$ cat src/rtl/exec_ctrl_pkg.sv
// Shared definitions for the execution controller and the ALU next to it:
// opcode values, instruction field widths and the controller state encoding.
package exec_ctrl_pkg;

  localparam int OPC_W = 4;
  localparam int IMM_W = 11;

  localparam logic [OPC_W-1:0] OP_NOP = 4'd0;
  localparam logic [OPC_W-1:0] OP_MOV = 4'd1;
  localparam logic [OPC_W-1:0] OP_JMP = 4'd2;
  localparam logic [OPC_W-1:0] OP_JZ  = 4'd3;
  localparam logic [OPC_W-1:0] OP_HLT = 4'd4;
  localparam logic [OPC_W-1:0] OP_ADD = 4'd5;
  localparam logic [OPC_W-1:0] OP_SUB = 4'd6;
  localparam logic [OPC_W-1:0] OP_MUL = 4'd7;
  localparam logic [OPC_W-1:0] OP_NOT = 4'd8;

  typedef enum logic [1:0] {
    ST_IDLE  = 2'd0,
    ST_FETCH = 2'd1,
    ST_EXEC  = 2'd2,
    ST_HALT  = 2'd3
  } exec_state_e;

  // Opcodes whose result comes back from the ALU into the accumulator.
  function automatic logic is_alu_op(input logic [OPC_W-1:0] op);
    return (op == OP_ADD) || (op == OP_SUB) || (op == OP_MUL) || (op == OP_NOT);
  endfunction

endpackage

$ cat src/rtl/exec_ctrl.sv
// Fetch/execute sequencer for a tiny accumulator machine: reads one
// instruction word per fetch, executes it in a single cycle, drives the ALU.
module exec_ctrl
  import exec_ctrl_pkg::*;
#(
  parameter int PC_W = 4,
  parameter int IW   = 15
) (
  input  logic              clk,
  input  logic              rst_n,
  input  logic              run,
  output logic              imem_req,
  output logic [PC_W-1:0]   imem_addr,
  input  logic              imem_ack,
  input  logic [IW-1:0]     imem_rdata,
  output logic [OPC_W-1:0]  alu_inst,
  output logic [IMM_W-1:0]  alu_arg1,
  output logic [IMM_W-1:0]  alu_arg2,
  output logic [IMM_W-1:0]  alu_acc,
  input  logic [IMM_W-1:0]  alu_out,
  output logic [IMM_W-1:0]  acc,
  output logic [PC_W-1:0]   pc,
  output logic              halted,
  output exec_state_e       state_dbg
);

  exec_state_e       state_q, state_d;
  logic [PC_W-1:0]   pc_q, pc_d;
  logic [IMM_W-1:0]  acc_q, acc_d;
  logic [IW-1:0]     ir_q, ir_d;

  logic [OPC_W-1:0]  ir_op;
  logic [IMM_W-1:0]  ir_imm;
  logic [PC_W-1:0]   pc_inc;
  logic [PC_W-1:0]   jump_tgt;

  assign ir_op    = ir_q[IW-1 -: OPC_W];
  assign ir_imm   = ir_q[IMM_W-1:0];
  assign pc_inc   = pc_q + PC_W'(1);
  assign jump_tgt = ir_imm[PC_W-1:0];

  // Read handshake: imem_req is high for every FETCH cycle with imem_addr
  // held at pc; the cycle imem_ack is high completes the read and imem_rdata
  // is captured. imem_ack in any other state is ignored.
  always_comb begin
    state_d = state_q;
    pc_d    = pc_q;
    acc_d   = acc_q;
    ir_d    = ir_q;

    unique case (state_q)
      ST_IDLE: begin
        if (run) state_d = ST_FETCH;
      end

      ST_FETCH: begin
        if (imem_ack) begin
          ir_d    = imem_rdata;
          state_d = ST_EXEC;
        end
      end

      ST_EXEC: begin
        state_d = run ? ST_FETCH : ST_IDLE;
        case (ir_op)
          OP_MOV: begin
            acc_d = ir_imm;
            pc_d  = pc_inc;
          end
          OP_JMP: pc_d = jump_tgt;
          OP_JZ:  pc_d = (acc_q == '0) ? jump_tgt : pc_inc;
          OP_HLT: state_d = ST_HALT;
          default: begin
            // NOP and reserved opcodes only advance; ALU ops also write back.
            if (is_alu_op(ir_op)) acc_d = alu_out;
            pc_d = pc_inc;
          end
        endcase
      end

      ST_HALT: begin
        state_d = ST_HALT;
      end

      default: state_d = ST_IDLE;
    endcase
  end

  always_ff @(posedge clk or negedge rst_n) begin
    if (!rst_n) begin
      state_q <= ST_IDLE;
      pc_q    <= '0;
      acc_q   <= '0;
      ir_q    <= '0;
    end else begin
      state_q <= state_d;
      pc_q    <= pc_d;
      acc_q   <= acc_d;
      ir_q    <= ir_d;
    end
  end

  assign imem_req  = (state_q == ST_FETCH);
  assign imem_addr = pc_q;
  assign alu_inst  = (state_q == ST_EXEC) ? ir_op : '0;
  assign alu_arg1  = ir_imm;
  assign alu_arg2  = '0;
  assign alu_acc   = acc_q;
  assign acc       = acc_q;
  assign pc        = pc_q;
  assign halted    = (state_q == ST_HALT);
  assign state_dbg = state_q;

endmodule

$ cat config.mk
export PLATFORM = sky130hd
export DESIGN_NAME = exec_ctrl
export DESIGN_NICKNAME = d
export VERILOG_FILES = /design/src/rtl/exec_ctrl_pkg.sv /design/src/rtl/exec_ctrl.sv
export SDC_FILE = /design/constraint.sdc
export NUM_CORES = 1
export LEC_CHECK = 0
export ABC_AREA = 1
export BUFFER_PORTS_ARGS = -buffer_cell sky130_fd_sc_hd__buf_2
export CORE_UTILIZATION = 40
export DETAILED_ROUTE_END_ITERATION = 16
export GPL_TIMING_DRIVEN = 0
export HOLD_SLACK_MARGIN = 0.03
export PLACE_DENSITY = 0.81
export SLEW_MARGIN = 15
export SYNTH_ARGS = -nofsm -noshare
export SYNTH_HDL_FRONTEND = slang
export SYNTH_SLANG_ARGS = --single-unit
$ cat constraint.sdc
create_clock -name clk -period 3.4 [get_ports clk]
set_clock_uncertainty 0.1 [all_clocks]
set_input_delay 0.51 -clock clk [delete_from_list [all_inputs] [get_ports clk]]
set_output_delay 0.51 -clock clk [all_outputs]
set_load 0.02 [all_outputs]
==> results of run 1 <==
-- cell families (layout without fill, tap and decap cells) --
logic type	count (synthesis)	after routing	synth area share [%]
other	1	11	0.189
buffers and inverters	80	165	23.1
and+or+nand+nor	105	105	22.7
AOI/OAI and AO/OA	41	41	12.9
DFF	32	32	40.5
adders and majority gates	1	1	0.632
-- area by class of cell --
cell class	count	share of cell area, %
clock buffer	6	2.83
tap	67	3.26
multi-input combinational	158	29.5
timing repair buffer	78	15.2
inverter	36	5.26
sequential	32	31.2
buffer	44	12.6
clock inverter	1	0.195
-- report_power, final --
group	total (W)	switching [W]	internal (W)
clock	0.000271	0.000132	0.000139
sequential	0.000381	0	0.000381
combinational	0.0000502	0.0000274	0.0000228
-- routing by layer --
layer	vias to the layer above	GRT usage, %
li1	951	-
met1	797	23.0
met2	58	31.3
met3	8	5.42
met4	0	7.41
met5	-	0
-- flip-flops by register name (all words and copies together) (netlist names) --
| register | count |
|---|---|
| acc | 11 |
| ir_q | 15 |
| imem_addr | 4 |
| state_dbg | 2 |
-- per-stage QoR --
stage | instance area (sq um) | worst slack [ns]
final | 2570 | 1.48
after global routing | 2570 | 1.38
after CTS | 2570 | 1.47
after detailed placement | 2490 | 1.80
after global placement | 2490 | 1.84
after floorplan | 2020 | 1.75
-- worst paths after layout --
check,start,endpoint,cells past startpoint
setup / recovery,state_dbg[1],alu_inst[0],5
hold / removal,rst_n,imem_addr[0],1
setup reg to reg,ir_q[14],acc[3],5
hold reg to reg,ir_q[8],ir_q[8],2
max in group asynchronous,rst_n,ir_q[8],1
min in group clk,run,state_dbg[0],3
-- placed cells by master, fill, tap and decap left out, types with 2 or more instances in the layout --
cell type | synthesis | layout
a21oi_1 | 15 | 15
nand3_1 | 14 | 14
nand3_2 | 2 | 2
nand2_1 | 52 | 52
nor2_2 | 4 | 4
dfrtp_1 | 32 | 32
o21ai_0 | 12 | 12
buf_2 | 3 | 81
conb_1 | 1 | 11
inv_1 | 35 | 35
clkbuf_1 | 2 | 3
buf_6 | 2 | 2
o21ai_2 | 9 | 9
nand4_1 | 4 | 4
buf_4 | 37 | 37
clkbuf_8 | 0 | 5
nor2_1 | 27 | 27
o21ai_1 | 4 | 4
==> metrics.yaml, run 1 <==
status: "completed"
synthCells: 260
critPathBufInv: 3
drive_gt1_share_pct: 40.8
via_per_inst: 4.30
setup_violations: 0
clock_path_buffers: 2
min_path_type: "input pin to async pin"
overflow: 0
yosysTopAreaCellShare_pct: 40.5
worst_slew_pin_slew_ns: 0.702
slew_violations: 0
num_vias: 1814
place_inst: 415
power.total_w: 0.000702
period_minus_slack_ns: 1.92
critPathKind: "flip-flop to primary output"
endpoint_kind: "primary output"
grt_pass1_wl_microns: 7430
crit_family: "flip-flops"
irDropWorstVdd_v: 0.000205
yosysWarnings: 0
leakagePower_nw: 1.43
area_growth_syn_to_layout_pct: 29.8
final_cells: 422
rsz0062_at_grt: "false"
worstPathArrival_ns: 1.31
routed.top_layer: "met4"
core-area_sq_mm: 0.00475
clock_latency_ns: 0.28
h-tree-depth: 2
avgRoutedWirePerCell_microns: 10.3
wl_met1_microns: 1920
grt_use_total_pct: 18.8
wl_microns: 4340
remaining_drc_errors: 0
grt_antenna_before_repair: 0
whs_ns: 0.170
synth_cell_types: 22
ant_nets: 0
cp_slowest_stage_delay_ns: 0.42
ys.flop_type: "dfrtp_1"
io_buffer_count: 78
dr.pass1.iters: 4
cts_tree: "yes"
multi_input_area_sq_um: 758
fill_cells: 479
synth_area_leaders: "dfrtp_1 (40%), buf_4 (14%), nand2_1 (9.9%)"
path_max_fanout: 6
synth_most_common_cell: "nand2_1"
path_cells: "inv_1 -> nor2_1 -> inv_1 -> nor2_1 -> buf_2"
worstPathRequired_ns: 2.79
start_util_pct: 41.6
cts.clk_slew.worst_paths_ns: 0.06
cts.sinks: 32
setup_tns_ns: 0
gp_congestion: 0.822
finalHoldViolCount: 0
root_buffer: "clkbuf_8"
synth.cell_area_sq_mm: 0.00198
dieWidth_microns: 72.3
hold_buffers: 0
rrSetupSlack_ns: 1.92
ys_seq_area_share_pct: 40.5
rows: 25
seqCellArea_sq_um: 801
synth_seq_cells: 32
drv_cap: 0
fp.dieH_microns: 72.3
nets: 386
cp_slowest_cell: "dfrtp_1"
die_area_sq_mm: 0.00523
diodes: 0
cts_setup_buffers: 0
syn_avg_cell_area_sq_um: 7.61
drt_iter0_drc: 94
netlist.top_cell.by_area: "dfrtp_1"
numCtsBuffers: 5
max_clock_freq_ghz: 0.522
io_pins: 90
synth_edf_count: 0
powerDensity_mw_per_mm2: 273
slew_headroom_pct: 53.2
dp_hpwl_microns: 3510
grt_pass1_vias: 1693
ys_top_cells_by_count: "nand2_1 (52), buf_4 (37), inv_1 (35)"
start_kind: "flip-flop"
period_share_pct: 56.3
wl_met3_microns: 271
cts_resized: 0
grt_max_degree: 33
postSynth.asyncResetShare_pct: 100
wl_met2_microns: 2070
postLayoutCoreUtil_pct: 54.0
(Power assumes the default switching activity.)
==> run 2, diff against run 1 <==
==> constraint.sdc (replaced) <==
create_clock -name clk -period 1.94 [get_ports clk]
set_clock_uncertainty 0.1 [all_clocks]
set_input_delay 0.291 -clock clk [delete_from_list [all_inputs] [get_ports clk]]
set_output_delay 0.291 -clock clk [all_outputs]
set_load 0.02 [all_outputs]
==> run 2 against run 1 <==
  * Wire length about the same
  * Clock-buffer cell count unchanged
  * Flip-flop and latch count unchanged
  * Critical path type unchanged
  * Critical endpoint unchanged
  * Largest cell class unchanged
  * Largest power group unchanged
  * Highest routed layer unchanged
==> metrics.yaml, run 2 (same netlist as run 1, synthesis figures left out) <==
max_clock_freq_ghz: 0.589
cts.clk_slew.worst_paths_ns: 0.06  # about the same
slew_violations: 0  # unchanged
io_pins: 90  # unchanged
irDropWorstVdd_v: 0.000359  # was 0.000205 V
numCtsBuffers: 5  # unchanged
gp_congestion: 0.822  # unchanged
critPathKind: "flip-flop to primary output"  # unchanged
grt_use_total_pct: 18.8  # unchanged
clock_latency_ns: 0.28  # about the same
path_cells: "inv_1 -> nor2_1 -> inv_1 -> nor2_1 -> buf_2"  # unchanged
wl_microns: 4350  # was 4340 microns
area_growth_syn_to_layout_pct: 30.3  # was 29.8%
grt_pass1_vias: 1693  # unchanged
slew_headroom_pct: 53.1  # was 53.2%
period_share_pct: 87.4
cts_setup_buffers: 0  # unchanged
postLayoutCoreUtil_pct: 54.2  # was 54.0%
grt_antenna_before_repair: 0  # unchanged
setup_violations: 0  # unchanged
leakagePower_nw: 1.43  # about the same
worst_slew_pin_slew_ns: 0.704  # was 0.702 ns
largest_reg_flops: 15  # unchanged
nets: 387  # was 386
grt_max_degree: 33  # unchanged
powerDensity_mw_per_mm2: 478  # was 273 mW/mm^2
dieWidth_microns: 72.3  # unchanged
die_area_sq_mm: 0.00523  # unchanged
grt_use_met3_pct: 5.42  # unchanged
start_kind: "flip-flop"  # unchanged
root_buffer: "clkbuf_8"  # unchanged
drv_cap: 0  # unchanged
cts.sinks: 32  # unchanged
core-area_sq_mm: 0.00475  # unchanged
setup_tns_ns: 0  # unchanged
whs_ns: 0.131  # was 0.170 ns
drive_gt1_share_pct: 40.7  # was 40.8%
grt.busiest_layer: "met2"  # unchanged
largest_register: "ir_q"  # unchanged
cts_resized: 0  # unchanged
drt_iter0_drc: 123  # was 94
h-tree-depth: 2  # unchanged
rsz0062_at_grt: "false"  # unchanged
cp_slowest_stage_delay_ns: 0.42  # about the same
cts_tree: "yes"  # unchanged
grt_pass1_wl_microns: 7430  # unchanged
fp.dieH_microns: 72.3  # unchanged
fill_cells: 478  # was 479
hold_depth: 3
cp_slowest_cell: "dfrtp_1"  # unchanged
rows: 25  # unchanged
via_per_inst: 4.30  # about the same
crit_family: "flip-flops"  # unchanged
period_minus_slack_ns: 1.70
path_max_fanout: 6  # unchanged
finalHoldViolCount: 0  # unchanged
clock_path_buffers: 2  # unchanged
diodes: 0  # unchanged
final_common_cell: "buf_2"  # unchanged
grt_use_met1_pct: 23.0  # unchanged
fin_ws_ns: 0.244  # was 1.48 ns
avgRoutedWirePerCell_microns: 10.3  # about the same
dp_hpwl_microns: 3510  # unchanged
num_vias: 1818  # was 1814
grt_util_met2_pct: 31.3  # unchanged
critPathBufInv: 3  # unchanged
pre_cts_slack_ns: 0.459  # was 1.80 ns
worstPathArrival_ns: 1.31  # about the same
layout_common_cells: "buf_2 (81), nand2_1 (52), buf_4 (37)"  # unchanged
min_path_type: "input pin to flip-flop"  # was input pin to async pin
crit_cells: 5  # unchanged
worstPathRequired_ns: 1.55  # was 2.79 ns
remaining_drc_errors: 0  # unchanged
ff2ff_path_depth: 5  # unchanged
dr.pass1.iters: 4  # unchanged
status: "completed"  # unchanged
io_buffer_count: 78  # unchanged
start_util_pct: 41.6  # unchanged
endpoint_kind: "primary output"  # unchanged
ant_nets: 0  # unchanged
overflow: 0  # unchanged
run 2: changes by cell type in the layout (fill, tap and decap cells not counted):
| cell | change |
|---|---|
| dlygate4sd3_1 | +1 |
run 2: layout make-up:
| class | instances | area (sq um) | area share, % |
|---|---|---|---|
| clock inverters | 1 | 5.00 | 0.194 |
| multi-input cells | 158 | 758 | 29.4 |
| plain buffers | 44 | 323 | 12.5 |
| inverters | 36 | 135 | 5.24 |
| flip-flops and latches | 32 | 801 | 31.1 |
| repair buffers | 79 | 400 | 15.5 |
| well taps | 67 | 83.8 | 3.25 |
| clock buffers | 6 | 72.6 | 2.81 |
run 2: worst register-to-register path, stage by stage (launching register included):
cell	delay, ns
dfrtp_1	0.41
nor2_2	0.19
nand3_2	0.15
a31oi_4	0.25
buf_6	0.20
o21ai_1	0.07
run 2: repair_timing:
| item | CTS | global route |
|---|---|---|
| hold buffers | 1 | 0 |
| hold endpoints to repair | 32 | 0 |
| endpoints found under the setup margin | 0 | 0 |
run 2: final timing paths:
kind	start	endpoint	slack (ns)
setup / recovery	state_dbg[1]	alu_inst[0]	0.24
hold / removal	run	state_dbg[0]	0.13
setup reg to reg	ir_q[14]	acc[3]	0.46
hold reg to reg	ir_q[8]	ir_q[8]	0.43
max in group asynchronous	rst_n	ir_q[8]	0.79
min in group asynchronous	rst_n	imem_addr[0]	0.50
run 2: power breakdown:
part / internal (W) / switching, W
combinational: 0.0000412 / 0.0000483
clock: 0.000243 / 0.000231
sequential: 0.000667 / 0
total: 0.000952 / 0.000280
run 2: metrics by stage:
step / cells / area [sq um] / total power [W]
6_report: 423 / 2580 / 0.00123
5_1_grt: 423 / 2580 / 0.00129
4_1_cts: 423 / 2580 / 0.00125
3_5_place_dp: 415 / 2490 / 0.000768
3_3_place_gp: 415 / 2490 / 0.000768
2_1_floorplan: 270 / 2020 / 0.000724
run 2: metal layers:
layer  wire length (microns)  vias up
met5                       0        -
met4                      89        0
met3                     271        8
met2                    2070       58
met1                    1920      799
li1                        -      953
